==> src/rtl/board_input_ctrl.sv <==
// -----------------------------------------------------------------------------
// board_input_ctrl
//   Board-input end of the FPGA user interface. Each raw slide switch is
//   synchronised (2 flops), debounced and turned into rise/fall pulses. The
//   debounced levels drive the CPU run control: a reset-hold/run/pause FSM,
//   a slow tick that produces a one-cycle clock-enable for the core, a
//   heartbeat that toggles on every enable, and the display select fields.
//   Everything runs on one clock; the core is advanced with o_cpu_ce instead
//   of a gated or divided clock.
//
// Ports
//   i_clk          system clock
//   i_rst          synchronous, active-high reset
//   i_sw_raw       asynchronous raw switch pins            [N_SW]
//   o_sw_db        debounced switch levels                 [N_SW]
//   o_sw_rise      1-cycle pulse on debounced 0->1         [N_SW]
//   o_sw_fall      1-cycle pulse on debounced 1->0         [N_SW]
//   o_cpu_rst      reset to the CPU core
//   o_cpu_ce       1-cycle clock-enable for the CPU core
//   o_run_state    2'b00 RESET_HOLD, 2'b01 RUN, 2'b10 PAUSE
//   o_disp_mode    debounced switches [3:2]
//   o_disp_addr    debounced switches [10:4]
//   o_heartbeat    toggles after every o_cpu_ce pulse
//
// Configuration macro
//   BOARD_INPUT_STEP_EN : when defined, a debounced rising edge on switch
//   STEP_BIT while paused issues exactly one o_cpu_ce (single step).
// -----------------------------------------------------------------------------
module board_input_ctrl #(
    parameter int N_SW            = 16,
    parameter int DEBOUNCE_CYCLES = 100000,
    parameter int TICK_CYCLES     = 50000000,
    parameter int RST_HOLD        = 16,
    parameter int STEP_BIT        = 15
) (
    input  logic            i_clk,
    input  logic            i_rst,
    input  logic [N_SW-1:0] i_sw_raw,
    output logic [N_SW-1:0] o_sw_db,
    output logic [N_SW-1:0] o_sw_rise,
    output logic [N_SW-1:0] o_sw_fall,
    output logic            o_cpu_rst,
    output logic            o_cpu_ce,
    output logic [1:0]      o_run_state,
    output logic [1:0]      o_disp_mode,
    output logic [6:0]      o_disp_addr,
    output logic            o_heartbeat
);

    localparam int DB_CW = $clog2(DEBOUNCE_CYCLES) + 1;
    localparam int TK_CW = (TICK_CYCLES > 1) ? $clog2(TICK_CYCLES) : 1;
    localparam int HD_CW = $clog2(RST_HOLD + 1);

    localparam logic [DB_CW-1:0] DB_LAST = DB_CW'(DEBOUNCE_CYCLES - 1);
    localparam logic [TK_CW-1:0] TK_LAST = TK_CW'(TICK_CYCLES - 1);
    localparam logic [HD_CW-1:0] HD_LOAD = HD_CW'(RST_HOLD);

`ifdef BOARD_INPUT_STEP_EN
    localparam logic STEP_EN = 1'b1;
`else
    localparam logic STEP_EN = 1'b0;
`endif

    typedef enum logic [1:0] {
        ST_RESET_HOLD = 2'b00,
        ST_RUN        = 2'b01,
        ST_PAUSE      = 2'b10
    } state_t;

    logic [N_SW-1:0]  r_sync1;
    logic [N_SW-1:0]  r_sync2;
    logic [N_SW-1:0]  r_db;
    logic [N_SW-1:0]  r_rise;
    logic [N_SW-1:0]  r_fall;
    logic [DB_CW-1:0] r_db_cnt [N_SW];

    state_t           r_state;
    logic [HD_CW-1:0] r_hold;
    logic [TK_CW-1:0] r_tick;
    logic             r_ce;
    logic             r_hb;
    logic             r_cpu_rst;

    state_t           w_next_state;
    logic [HD_CW-1:0] w_next_hold;
    logic [TK_CW-1:0] w_next_tick;
    logic             w_next_ce;
    logic             w_next_hb;
    logic             w_step;

    // Two-flop synchroniser for the asynchronous switch pins.
    always_ff @(posedge i_clk) begin
        if (i_rst) begin
            r_sync1 <= '0;
            r_sync2 <= '0;
        end else begin
            r_sync1 <= i_sw_raw;
            r_sync2 <= r_sync1;
        end
    end

    // Per-bit debounce: count consecutive mismatch cycles, accept on the last one.
    always_ff @(posedge i_clk) begin
        if (i_rst) begin
            for (int i = 0; i < N_SW; i++) begin
                r_db_cnt[i] <= '0;
            end
            r_db   <= '0;
            r_rise <= '0;
            r_fall <= '0;
        end else begin
            for (int i = 0; i < N_SW; i++) begin
                r_rise[i] <= 1'b0;
                r_fall[i] <= 1'b0;
                if (r_sync2[i] != r_db[i]) begin
                    if (r_db_cnt[i] == DB_LAST) begin
                        // Pulse is registered alongside the new level so both
                        // become visible in the same cycle.
                        r_db[i]     <= r_sync2[i];
                        r_db_cnt[i] <= '0;
                        r_rise[i]   <= r_sync2[i];
                        r_fall[i]   <= ~r_sync2[i];
                    end else begin
                        r_db_cnt[i] <= r_db_cnt[i] + DB_CW'(1);
                    end
                end else begin
                    r_db_cnt[i] <= '0;
                end
            end
        end
    end

    // Run FSM next state and reset-hold countdown; a reset request overrides all.
    always_comb begin
        w_next_state = r_state;
        w_next_hold  = r_hold;
        if (r_db[0]) begin
            w_next_state = ST_RESET_HOLD;
            w_next_hold  = HD_LOAD;
        end else begin
            case (r_state)
                ST_RESET_HOLD: begin
                    // Leave on the edge where the countdown reaches zero.
                    if (r_hold <= HD_CW'(1)) begin
                        w_next_hold  = '0;
                        w_next_state = r_db[1] ? ST_PAUSE : ST_RUN;
                    end else begin
                        w_next_hold  = r_hold - HD_CW'(1);
                    end
                end
                ST_RUN: begin
                    if (r_db[1]) begin
                        w_next_state = ST_PAUSE;
                    end else begin
                        w_next_state = ST_RUN;
                    end
                end
                ST_PAUSE: begin
                    if (!r_db[1]) begin
                        w_next_state = ST_RUN;
                    end else begin
                        w_next_state = ST_PAUSE;
                    end
                end
                default: begin
                    w_next_state = ST_RESET_HOLD;
                    w_next_hold  = HD_LOAD;
                end
            endcase
        end
    end

    // Single-step request: only honoured while staying in PAUSE.
    always_comb begin
        w_step = STEP_EN && (r_state == ST_PAUSE) && (w_next_state == ST_PAUSE)
                 && r_rise[STEP_BIT];
    end

    // Tick counter, clock-enable and heartbeat next values.
    always_comb begin
        w_next_tick = r_tick;
        w_next_ce   = 1'b0;
        w_next_hb   = r_hb;
        if (w_next_state == ST_RESET_HOLD) begin
            // Heading into reset: suppress the enable so it never overlaps cpu_rst.
            w_next_tick = '0;
            w_next_ce   = 1'b0;
            w_next_hb   = 1'b0;
        end else begin
            if (r_ce) begin
                w_next_hb = ~r_hb;
            end else begin
                w_next_hb = r_hb;
            end
            if (r_state == ST_RUN) begin
                if (r_tick == TK_LAST) begin
                    w_next_tick = '0;
                    w_next_ce   = 1'b1;
                end else begin
                    w_next_tick = r_tick + TK_CW'(1);
                end
            end else if (r_state == ST_PAUSE) begin
                w_next_ce = w_step;
            end else begin
                w_next_tick = '0;
            end
        end
    end

    // Run-control state registers.
    always_ff @(posedge i_clk) begin
        if (i_rst) begin
            r_state   <= ST_RESET_HOLD;
            r_hold    <= HD_LOAD;
            r_tick    <= '0;
            r_ce      <= 1'b0;
            r_hb      <= 1'b0;
            r_cpu_rst <= 1'b1;
        end else begin
            r_state   <= w_next_state;
            r_hold    <= w_next_hold;
            r_tick    <= w_next_tick;
            r_ce      <= w_next_ce;
            r_hb      <= w_next_hb;
            r_cpu_rst <= (w_next_state == ST_RESET_HOLD);
        end
    end

    assign o_sw_db     = r_db;
    assign o_sw_rise   = r_rise;
    assign o_sw_fall   = r_fall;
    assign o_cpu_rst   = r_cpu_rst;
    assign o_cpu_ce    = r_ce;
    assign o_run_state = r_state;
    assign o_heartbeat = r_hb;
    assign o_disp_mode = r_db[3:2];
    assign o_disp_addr = r_db[10:4];

endmodule

==> config.mk <==
export PLATFORM = sky130hd
export DESIGN_NAME = board_input_ctrl
export DESIGN_NICKNAME = d
export VERILOG_FILES = /design/src/rtl/board_input_ctrl.sv
export SDC_FILE = /design/constraint.sdc
export NUM_CORES = 1
export LEC_CHECK = 0
export CAP_MARGIN = 20
export CORE_AREA = 2 2 183 185
export DETAILED_ROUTE_END_ITERATION = 8
export DIE_AREA = 0 0 185 187
export PLACE_DENSITY = 0.79
export SYNTH_ARGS = -nofsm -noshare
export SYNTH_HDL_FRONTEND = slang
export SYNTH_SLANG_ARGS = --single-unit
==> constraint.sdc <==
create_clock -name i_clk -period 2.6 [get_ports i_clk]
set_input_delay 0.65 -clock i_clk [delete_from_list [all_inputs] [get_ports i_clk]]
set_output_delay 0.65 -clock i_clk [all_outputs]
set_load 0.01 [all_outputs]
Word level (Yosys, flattened, before mapping)
Memory sizes are Yosys's and may differ from the RTL's. Cells that the tools add are included.

$add $sub $neg: 18. Multiplexer cells: 236. Eq/ne operators: 36. Order comparisons: 1. Reductions and logical operators: 38. Bitwise logic cells: 98.

Operator list (number): 18-bit two-way mux (48); 18-bit by 1-bit adder with 18-bit output (second input constant) (16); 18-bit by 17-bit equality test with 1-bit output (second input constant) (16); 1-bit two-way mux (179); 26-bit two-way mux (3); 3-bit OR reduction (17); 1-bit inverter (50); 1-bit bitwise OR (48); 2-bit AND reduction (16); 26-bit by 1-bit adder with 26-bit output (second input constant) (1); 26-bit equality test (second input constant) (1); 1-bit != test (16); 5-bit one-hot mux with 2 select lines (1); 2-bit two-way mux (3); 2-bit OR reduction (3); 5-bit by 1-bit <= comparator with 1-bit output (second input constant) (1); 5-bit two-way mux (1); 5-bit by 1-bit subtractor with 5-bit output (second input constant) (1); 2-bit zero test (2); 2-bit one-hot mux with 2 select lines (1); 2-bit by 1-bit equality test with 1-bit output (second input constant) (1); 2-bit equality test (second input constant) (1); 2-bit != test (second input constant) (1).

Bits in writable memories: 288. Memories: 1. Register bits: 116. Output and inout port bits: 62. Word-level logic and storage cells: 484. Input bits: 18.

Memory list: r_db_cnt (depth 16, bits a word 18, rd ports 16, clocked after memory_dff 0, write ports 16, line 75) `logic [DB_CW-1:0] r_db_cnt [N_SW];`.

Longest topological paths before layout
Gate-level depths: netlist (run 1). An unclocked memory read counts as a cell.

Depth after elaboration: 9. Mapped depth: 8. Mapped depth without buffers: 7.

Worst setup path after synthesis (run 1)
Ideal clock, no wire load.

Path kind: register to register. Start point: mem r_db_cnt[0][139] in the netlist's numbering. End point: mem r_db_cnt[0][137] in the netlist's numbering (data pin). Required time: 2.346 ns. Arrival: 1.785 ns. Path slack: 0.561 ns. Library setup time: 0.254 ns. Period minus slack after synthesis: 2.039 ns. Stages on the path, launching flop included: 7. Buffers on the path: 2. Path through: edfxtp_1 > or4_1 > or4_4 > nand2b_2 > buf_6 > buf_6 > nor2_1.

RTL lines (line): from (decl) (75).

Worst setup path in the final report (run 1)
Start point: reg r_state[0], in the netlist o_run_state[0]. End point: reg r_tick[21].

Word-level cells in the longest chain between the ends: 6.

RTL lines: from (decl) (line 77) `state_t r_state;`; from (signal assigned) (line 220) `r_state <= w_next_state;`; 2-bit by 1-bit equality test with 1-bit output or 2-bit equality test (tied branches) (line 141, 195, 202); 2-bit OR reduction (no line); 2-bit one-hot mux with 2 select lines (line 141) `case (r_state)`; 2-bit two-way mux (line 137) `if (r_db[0]) begin`; 2-bit zero test (line 184) `if (w_next_state == ST_RESET_HOLD) begin`; 2-bit OR reduction (no line); to (signal assigned) (line 222) `r_tick <= w_next_tick;`; to (decl) (line 79) `logic [TK_CW-1:0] r_tick;`.

Several ways; a longest one is shown, not always the timed one. A chain may end at the register's enable or synchronous reset.

==> results list, run 1 <==
* Power density over cell area: 624 mW/mm²
- STA classifies the critical path startpoint as a register.
- Path class of the lowest-slack min-delay path: register to register
- For this run, the number of Yosys warnings is 0.
- The startpoint identified for the worst register-to-register timing path is o_run_state[0].
- Count of distinct cell types in the synthesized netlist: 55
- The worst pin sits at a relative slew slack of 50.8%.
* Total DRC errors in the routed layout: 0
- In this design, the largest share of critical-path delay is due to simple AND/OR/NAND/NOR gates.
- The detailed router used layers up to and including met4.
* Reg-to-reg critical path endpoint: r_tick[21]
* Flop-to-flop setup slack: 0.33 ns
- CP Capture Point: r_tick[21]
* Util after Layout: 70.9%
- Instance count of the mapped netlist: 1847
- A synthesized cell averages 10.6 µm².
* Routed met3 length: 1360 µm
- Post-layout net count: ~2300
- Filler Cell Count: around 2500
* Avg Vias per Cell: 5.11
- The flow ran to the end, and the final reports show no timing, DRC or antenna violations.
- Number of nets with antenna violations after routing: 0
- Std-Cell Core Area: between 0.03 and 0.04 mm²
- Minimum setup slack in the final design: 0.335 ns
- Routed length per placed instance: 13.2 µm
* Buffering stage count on the worst path with inverters included: 1
- Data required time of the critical path: 3.01 ns
- Setup crit start: o_run_state[0]
* Final setup violation count: 0
* Crit path DAT: approximately 2.7 ns
* Clock tree buffer depth: 3
- Clock latency on the worst-skew pair, taken at its later pin, is between 0.5 and 0.6 ns.
- At the end of routability-driven placement, the weighted congestion stood at roughly 0.8.
* Count of final hold-check violations: 0
* Layout cell share with drive strength beyond 1: 4.87%
- Total overflow reported by the global router: 0
* CP cell instances: inv_1 -> ha_1 -> nand4b_1 -> nor4_2 -> nand4_1 -> xor2_1 -> nor2_1
- The final count of pins violating max slew was 0.
- In this run, synthesis produced a sequential element count of 404.
- Register area share after synthesis: between 50% and 60%
- The worst setup path is captured at a register.
* Sum of met2 wire segment lengths after detailed routing: ~18000 µm
- The worst path in the final design needs a cycle of around 2.3 ns, including I/O delays and setup.
* Area growth from synthesis to final layout: 19.0%
- Buffers added to address setup during post-CTS repair amount to 0.
- Summed over all layers, the routed wires come to 35800 µm.
- EDFF count, synth: 288
* Clk root buf: sky130_fd_sc_hd__clkbuf_16
- Summed over all cells, the static leakage comes to 0.00831 µW.
- In the final routing, the length of wire on met1 measures 16000 µm.
- Count of input and output buffers: between 70 and 80
* Horiz. Die Dim: 185 µm
* Hold-fix buffer count after cts: 0
* Vias in the first global route: 13667
* First-pass GRT wire length: roughly 60000 µm
* TNS Setup: 0 ns
- Clock-pin slew was measured on the worst setup and hold paths at 0.06 ns.
* Iteration count of the initial detailed-routing pass: 5
- Number of sinks handled by clock tree synthesis: 404
* Total of max-cap violations: 0
- Worst slew pin tran: 0.731 ns
- TritonCTS built the clock tree.
* Maximum frequency from static timing analysis: 441 MHz
- Clock buffer count from CTS: 42
- Post-synth top flop: sky130_fd_sc_hd__edfxtp_1
* Starting utilization of the core area: between 50% and 60%
- Global routing used 21.0% of the available tracks across all layers.
- Largest net degree at the start of global routing: 28
* Vertical die dimension: 187 µm
- Top fanout value on the critical path: 8
- Fraction of registers with async set/reset: 0%
* Setup repair after global routing missed its margin: no
- Worst stage delay on the critical path: approximately 0.5 ns
- Type of the worst setup path: register to register
- The largest individual stage delay along the critical path comes from the cell sky130_fd_sc_hd__nor4_2.
- Detailed placement finished with a half-perimeter wire length of 25000 µm.
- Worst-case clock skew: 0.0113 ns
- Gates resized during post-CTS repair numbered 0.
- Number of antenna violations at the first check in global routing: 0
* Number of logic stages on the critical path including buffering: 7
* Top-level port count: 80
- The die covers 0.0346 mm².
- Number of DRC markers in iteration 0: 809
- The repair_antennas step left the layout with diodes totalling 0.
* Number of levels the H-tree was split into: 2
- Pre-CTS setup slack: 0.361 ns
- Final clock period utilization by the worst path: 87.1%
- Cells on worst reg2reg path: 7
- Worst IR Drop VDD: 968 µV
- Across all layers, the routed design uses 13827 vias.
* Site Rows: 67
- The cell area that synthesis handed to floorplanning was roughly 0.02 mm².
==> synth_stat cells (25+ instances only) <==
library cell | number | area share (%)
sky130_fd_sc_hd__xnor2_1 | 120 | 5.4
sky130_fd_sc_hd__edfxtp_1 | 288 | 44
sky130_fd_sc_hd__and3_1 | 50 | 1.6
sky130_fd_sc_hd__nor2_1 | 389 | 7.5
sky130_fd_sc_hd__inv_1 | 25 | 0.48
sky130_fd_sc_hd__and4_1 | 30 | 1.3
sky130_fd_sc_hd__nand4_1 | 79 | 2.5
sky130_fd_sc_hd__xor2_1 | 164 | 7.3
sky130_fd_sc_hd__nor3_1 | 53 | 1.4
sky130_fd_sc_hd__nand2_1 | 121 | 2.3
sky130_fd_sc_hd__nor2b_1 | 40 | 1.3
sky130_fd_sc_hd__dfxtp_1 | 116 | 12
sky130_fd_sc_hd__nand3_1 | 105 | 2.7
==> layer usage <==
layer / up-vias / GRT usage, %
li1: 6950 / -
met4: 0 / 5.65
met3: 63 / 3.31
met1: 6601 / 27.4
met5: - / 0
met2: 213 / 36.4
==> area by class of cell <==
| cell class | count | area [µm²] | area share, % |
|---|---|---|---|
| Multi-Input combinational cell | 1650 | 9270 | 39.8 |
| Sequential cell | 404 | 11000 | 47.1 |
| Inverter | 25 | 93.8 | 0.403 |
| Timing Repair Buffer | 102 | 986 | 4.23 |
| Clock buffer | 61 | 1250 | 5.35 |
| Tap cell | 448 | 561 | 2.41 |
| Clock inverter | 16 | 175 | 0.752 |
==> cell usage in the layout (no fill, tap or decap), types with 7 or more instances in the layout <==
cell type,instances
sky130_fd_sc_hd__xnor2_1,120
sky130_fd_sc_hd__clkbuf_1,11
sky130_fd_sc_hd__nand3_1,105
sky130_fd_sc_hd__nor4b_1,7
sky130_fd_sc_hd__or2_2,7
sky130_fd_sc_hd__dfxtp_1,116
sky130_fd_sc_hd__nor4_1,24
sky130_fd_sc_hd__nand4_1,79
sky130_fd_sc_hd__nor3b_1,8
sky130_fd_sc_hd__a21oi_1,18
sky130_fd_sc_hd__clkbuf_16,46
sky130_fd_sc_hd__and4_1,30
sky130_fd_sc_hd__conb_1,288
sky130_fd_sc_hd__xor2_1,164
sky130_fd_sc_hd__or3_1,12
sky130_fd_sc_hd__nand2b_1,24
sky130_fd_sc_hd__nand2_1,121
sky130_fd_sc_hd__edfxtp_1,288
sky130_fd_sc_hd__and2_1,12
sky130_fd_sc_hd__or4_1,20
sky130_fd_sc_hd__nor2_1,389
sky130_fd_sc_hd__and3_1,50
sky130_fd_sc_hd__buf_4,22
sky130_fd_sc_hd__nor3_1,53
sky130_fd_sc_hd__mux2i_1,16
sky130_fd_sc_hd__inv_1,25
sky130_fd_sc_hd__nor2b_1,40
sky130_fd_sc_hd__clkdlybuf4s50_1,78
sky130_fd_sc_hd__clkinv_2,8
sky130_fd_sc_hd__ha_1,23
==> metrics by stage <==
step	instances	total power [µW]	cell area (µm²)	hold WS, ns
after floorplan	2134	8220	20700	0.414
after global placement	2629	8460	21900	0.418
after detailed placement	2629	8510	21900	0.422
after CTS	2706	14600	23300	0.418
after global routing	2706	15100	23300	0.430
final	2706	14500	23300	0.434
==> report_power, final <==
group          internal, µW  leakage [µW]  total [µW]  switching, µW
Combinational           418       0.00369         979            561
Clock                  3730      0.000703        6130           2400
Sequential             7160       0.00391        7440            278
==> worst min path at each step <==
stage,end,from,cells after the start,slack (ns)
2_1_floorplan,r_sync2[0],r_sync1[0],1,0.41
3_3_place_gp,r_sync2[4],r_sync1[4],1,0.42
3_5_place_dp,r_sync2[6],r_sync1[6],1,0.42
4_1_cts,o_sw_db[8],i_rst,2,0.42
5_1_grt,o_sw_db[8],i_rst,2,0.43
6_report,r_sync2[4],r_sync1[4],1,0.43
==> cell families after synthesis <==
kind of cell / after synthesis / share of synthesized area, %
other cells: 1 / 0.0191
compound gates: 36 / 1.19
xor+xnor: 284 / 12.7
mux: 16 / 0.818
buf+inv: 80 / 2.17
simple gates: 1003 / 25.6
flops: 404 / 56.0
fa+ha+maj: 23 / 1.47
==> flip-flops by register name (all words and copies together) (netlist names), 5 cells and up <==
signal / count
r_db_cnt: 288
r_sync1: 16
o_sw_rise: 16
o_sw_fall: 16
r_hold: 5
o_sw_db: 16
r_sync2: 16
r_tick: 26
No activity file was read; power rests on OpenSTA's default activity.
==> inputs of run 2 (changes only) <==
clock period = 2.55 ns   (was 2.6 ns; I/O delays follow)
==> results list, run 2 (same netlist as run 1, synthesis figures left out) <==
* Worst slew margin relative to its limit: 53.8%
- Based on the critical path, the design can be clocked at up to 442 MHz.
* Site Rows: 67
* Number of sinks handled by clock tree synthesis: a little over 400
- Most flops, register: r_db_cnt
* Clock buffer count from CTS: 43
- 0 antenna diodes ended up in the layout.
* Path class of the lowest-slack min-delay path: register to register
* Hold-fix buffer count after cts: 0
- Startpoint class of the critical path: register
* TNS Setup: 0 ns
- The die is 187 µm tall.
* Power density over cell area: 621 mW/mm²
- Type of the worst setup path: register to register
- Total of max-cap violations: 0
- Util after Layout: a little over two thirds
- Along the worst path, the maximum fanout reaches 18.
- Layout cell share with drive strength beyond 1: 5.08%
- The initial antenna violation count came to 0.
- Vias in the first global route: 13461
- The final layout contains 2273 nets.
* Setup Buffers After CTS: 0
- The pre-antenna-repair detailed-routing pass consisted of 5 iterations.
* Cells after DPL: 2635
* First-pass GRT wire length: roughly 60000 µm
- At the end of routability-driven placement, the weighted congestion stood at 0.818.
- In this run, the combinational gates consume 6.8% of the power.
- Counting the fill cells in the layout gives 2469.
- Final clock period utilization by the worst path: 88.6%
- Worst IR Drop VDD: 675 µV
- In the routed layout, each cell is associated on average with a via count of 5.08.
- Data required time of the critical path: roughly 2.8 ns
- Compared with the post-synthesis result, the final layout area differs by 18.6%.
* Worst-case clock skew: approximately 0.014 ns
* Final setup violation count: 0
* Total overflow reported by the global router: 0
* Int Pwr: 11200 µW
- Registers take 0.0110 mm².
- For this block, the initial DRC count from the detailed router was 671.
* Clk pwr share: 40.6%
- Skew-Pair Late Insertion Delay: around 0.53 ns
- The final hold violation count is 0.
- The finished layout holds approximately 2700 standard cells, fillers aside.
- During placement, the flow inserted port buffers numbering 79.
- Counting along the longest clock path gives a buffer depth of 3.
- In the final layout, the multi-input gates occupy between 0.009 and 0.01 mm².
* Post-CTS sizing: 0
* Run status: completed
- In this run the clock root is driven by a sky130_fd_sc_hd__clkbuf_16.
- Entering global routing, the biggest net connects 29 pins.
- At the pin with the least slew margin, the transition time is 0.687 ns.
- Die area: 0.0346 mm²
- The initial utilization of the core area, before any placement, comes to 59.6%.
- The clock period could shrink to 2.26 ns.
- Timing analysis after detailed placement gives a worst setup slack of 0.332 ns.
- TritonCTS clock tree: yes
* Switching share of power: a little under a quarter
- Endpoint class of the critical path: register
- Proportion of power drawn by flip-flops and latches: 52.6%
- In this run the power spent charging and discharging nets is approximately 3300 µW.
* Total leakage power: 0.00828 µW
* Crit path DAT: about 2.5 ns
- Std-Cell Core Area: 0.0329 mm²
- Highest-count cells in the layout ignoring fill and taps: sky130_fd_sc_hd__nor2_1 (389), sky130_fd_sc_hd__edfxtp_1 (288), sky130_fd_sc_hd__conb_1 (288)
* Number of nets with antenna violations after routing: 0
* Setup repair after global routing missed its margin: no
* Total vias in the final route: 13770
- Global-route total usage across every layer: 20.9%
* Top-level port count: 80
* Most common cell after layout, fill and taps aside: sky130_fd_sc_hd__nor2_1
- Minimum setup slack in the final design: 0.290 ns
- The floorplan step set the die width to 185 µm.
- Routed wire length: between 30000 and 40000 µm
- The final count of pins violating max slew is 0.
- The largest registers in the layout are r_db_cnt x288, r_tick x26.
- The clock tree synthesis step divided the H-tree into 2 levels.
- Once detailed placement completed, the half-perimeter wirelength came to 25100 µm.
- After clock tree synthesis, the clock-pin slew on the worst setup and hold paths is ~0.060 ns.
- In the routed design, unresolved DRC markers number 0.
- The register with the most flip-flops in the layout has 288 of them.
- Routed length per placed instance: 13.1 µm
[run 2: per-stage QoR]
step	area, µm²	hold slack, ns	total power, µW
after floorplan	20700	0.414	8390
after global placement	21900	0.417	8620
after detailed placement	21900	0.422	8670
after CTS	23200	0.437	14500
after global routing	23200	0.449	15000
final	23200	0.434	14400
[run 2: routing by layer]
metal / share of wire, % / vias to the layer above / GRT usage, %
met2: 49 / 230 / 35.7
li1: - / 6981 / -
met5: 0 / - / 0
met4: 2.3 / 0 / 6.78
met3: 4.0 / 62 / 3.60
met1: 45 / 6497 / 27.1
[run 2: worst max-delay path, stage by stage, from the launching register on]
cell and delay, ns:
sky130_fd_sc_hd__edfxtp_1 0.43, sky130_fd_sc_hd__ha_1 0.24, sky130_fd_sc_hd__and4_1 0.29, sky130_fd_sc_hd__nand2_1 0.10, sky130_fd_sc_hd__nor4_2 0.47, sky130_fd_sc_hd__or3_1 0.18
sky130_fd_sc_hd__buf_4 0.22, sky130_fd_sc_hd__nor2_1 0.08
[run 2: cell type report]
class | count | share of cell area (%)
repair buffers | 108 | 4.33
multi-input cells | 1650 | 39.9
well taps | 448 | 2.41
clock inverters | 13 | 0.388
clock buffers | 64 | 5.32
flip-flops and latches | 404 | 47.2
inverters | 25 | 0.404
[run 2: path summary, 6_finish.rpt]
kind              slack (ns)         endpoint            start  cells after the start
setup / recovery        0.29  r_db_cnt[0][87]  r_db_cnt[0][72]                      7
hold reg to reg         0.43       r_sync2[0]       r_sync1[0]                      1
setup reg to reg        0.29  r_db_cnt[0][87]  r_db_cnt[0][72]                      7
hold / removal          0.43       r_sync2[0]       r_sync1[0]                      1
[run 2: power groups by stage]
stage	logic [µW]	clock network (µW)	registers (µW)
6_report	975	5860	7590
5_1_grt	1100	6250	7630
4_1_cts	962	5990	7580
3_5_place_dp	954	0	7720
3_3_place_gp	926	0	7700
2_1_floorplan	739	0	7650
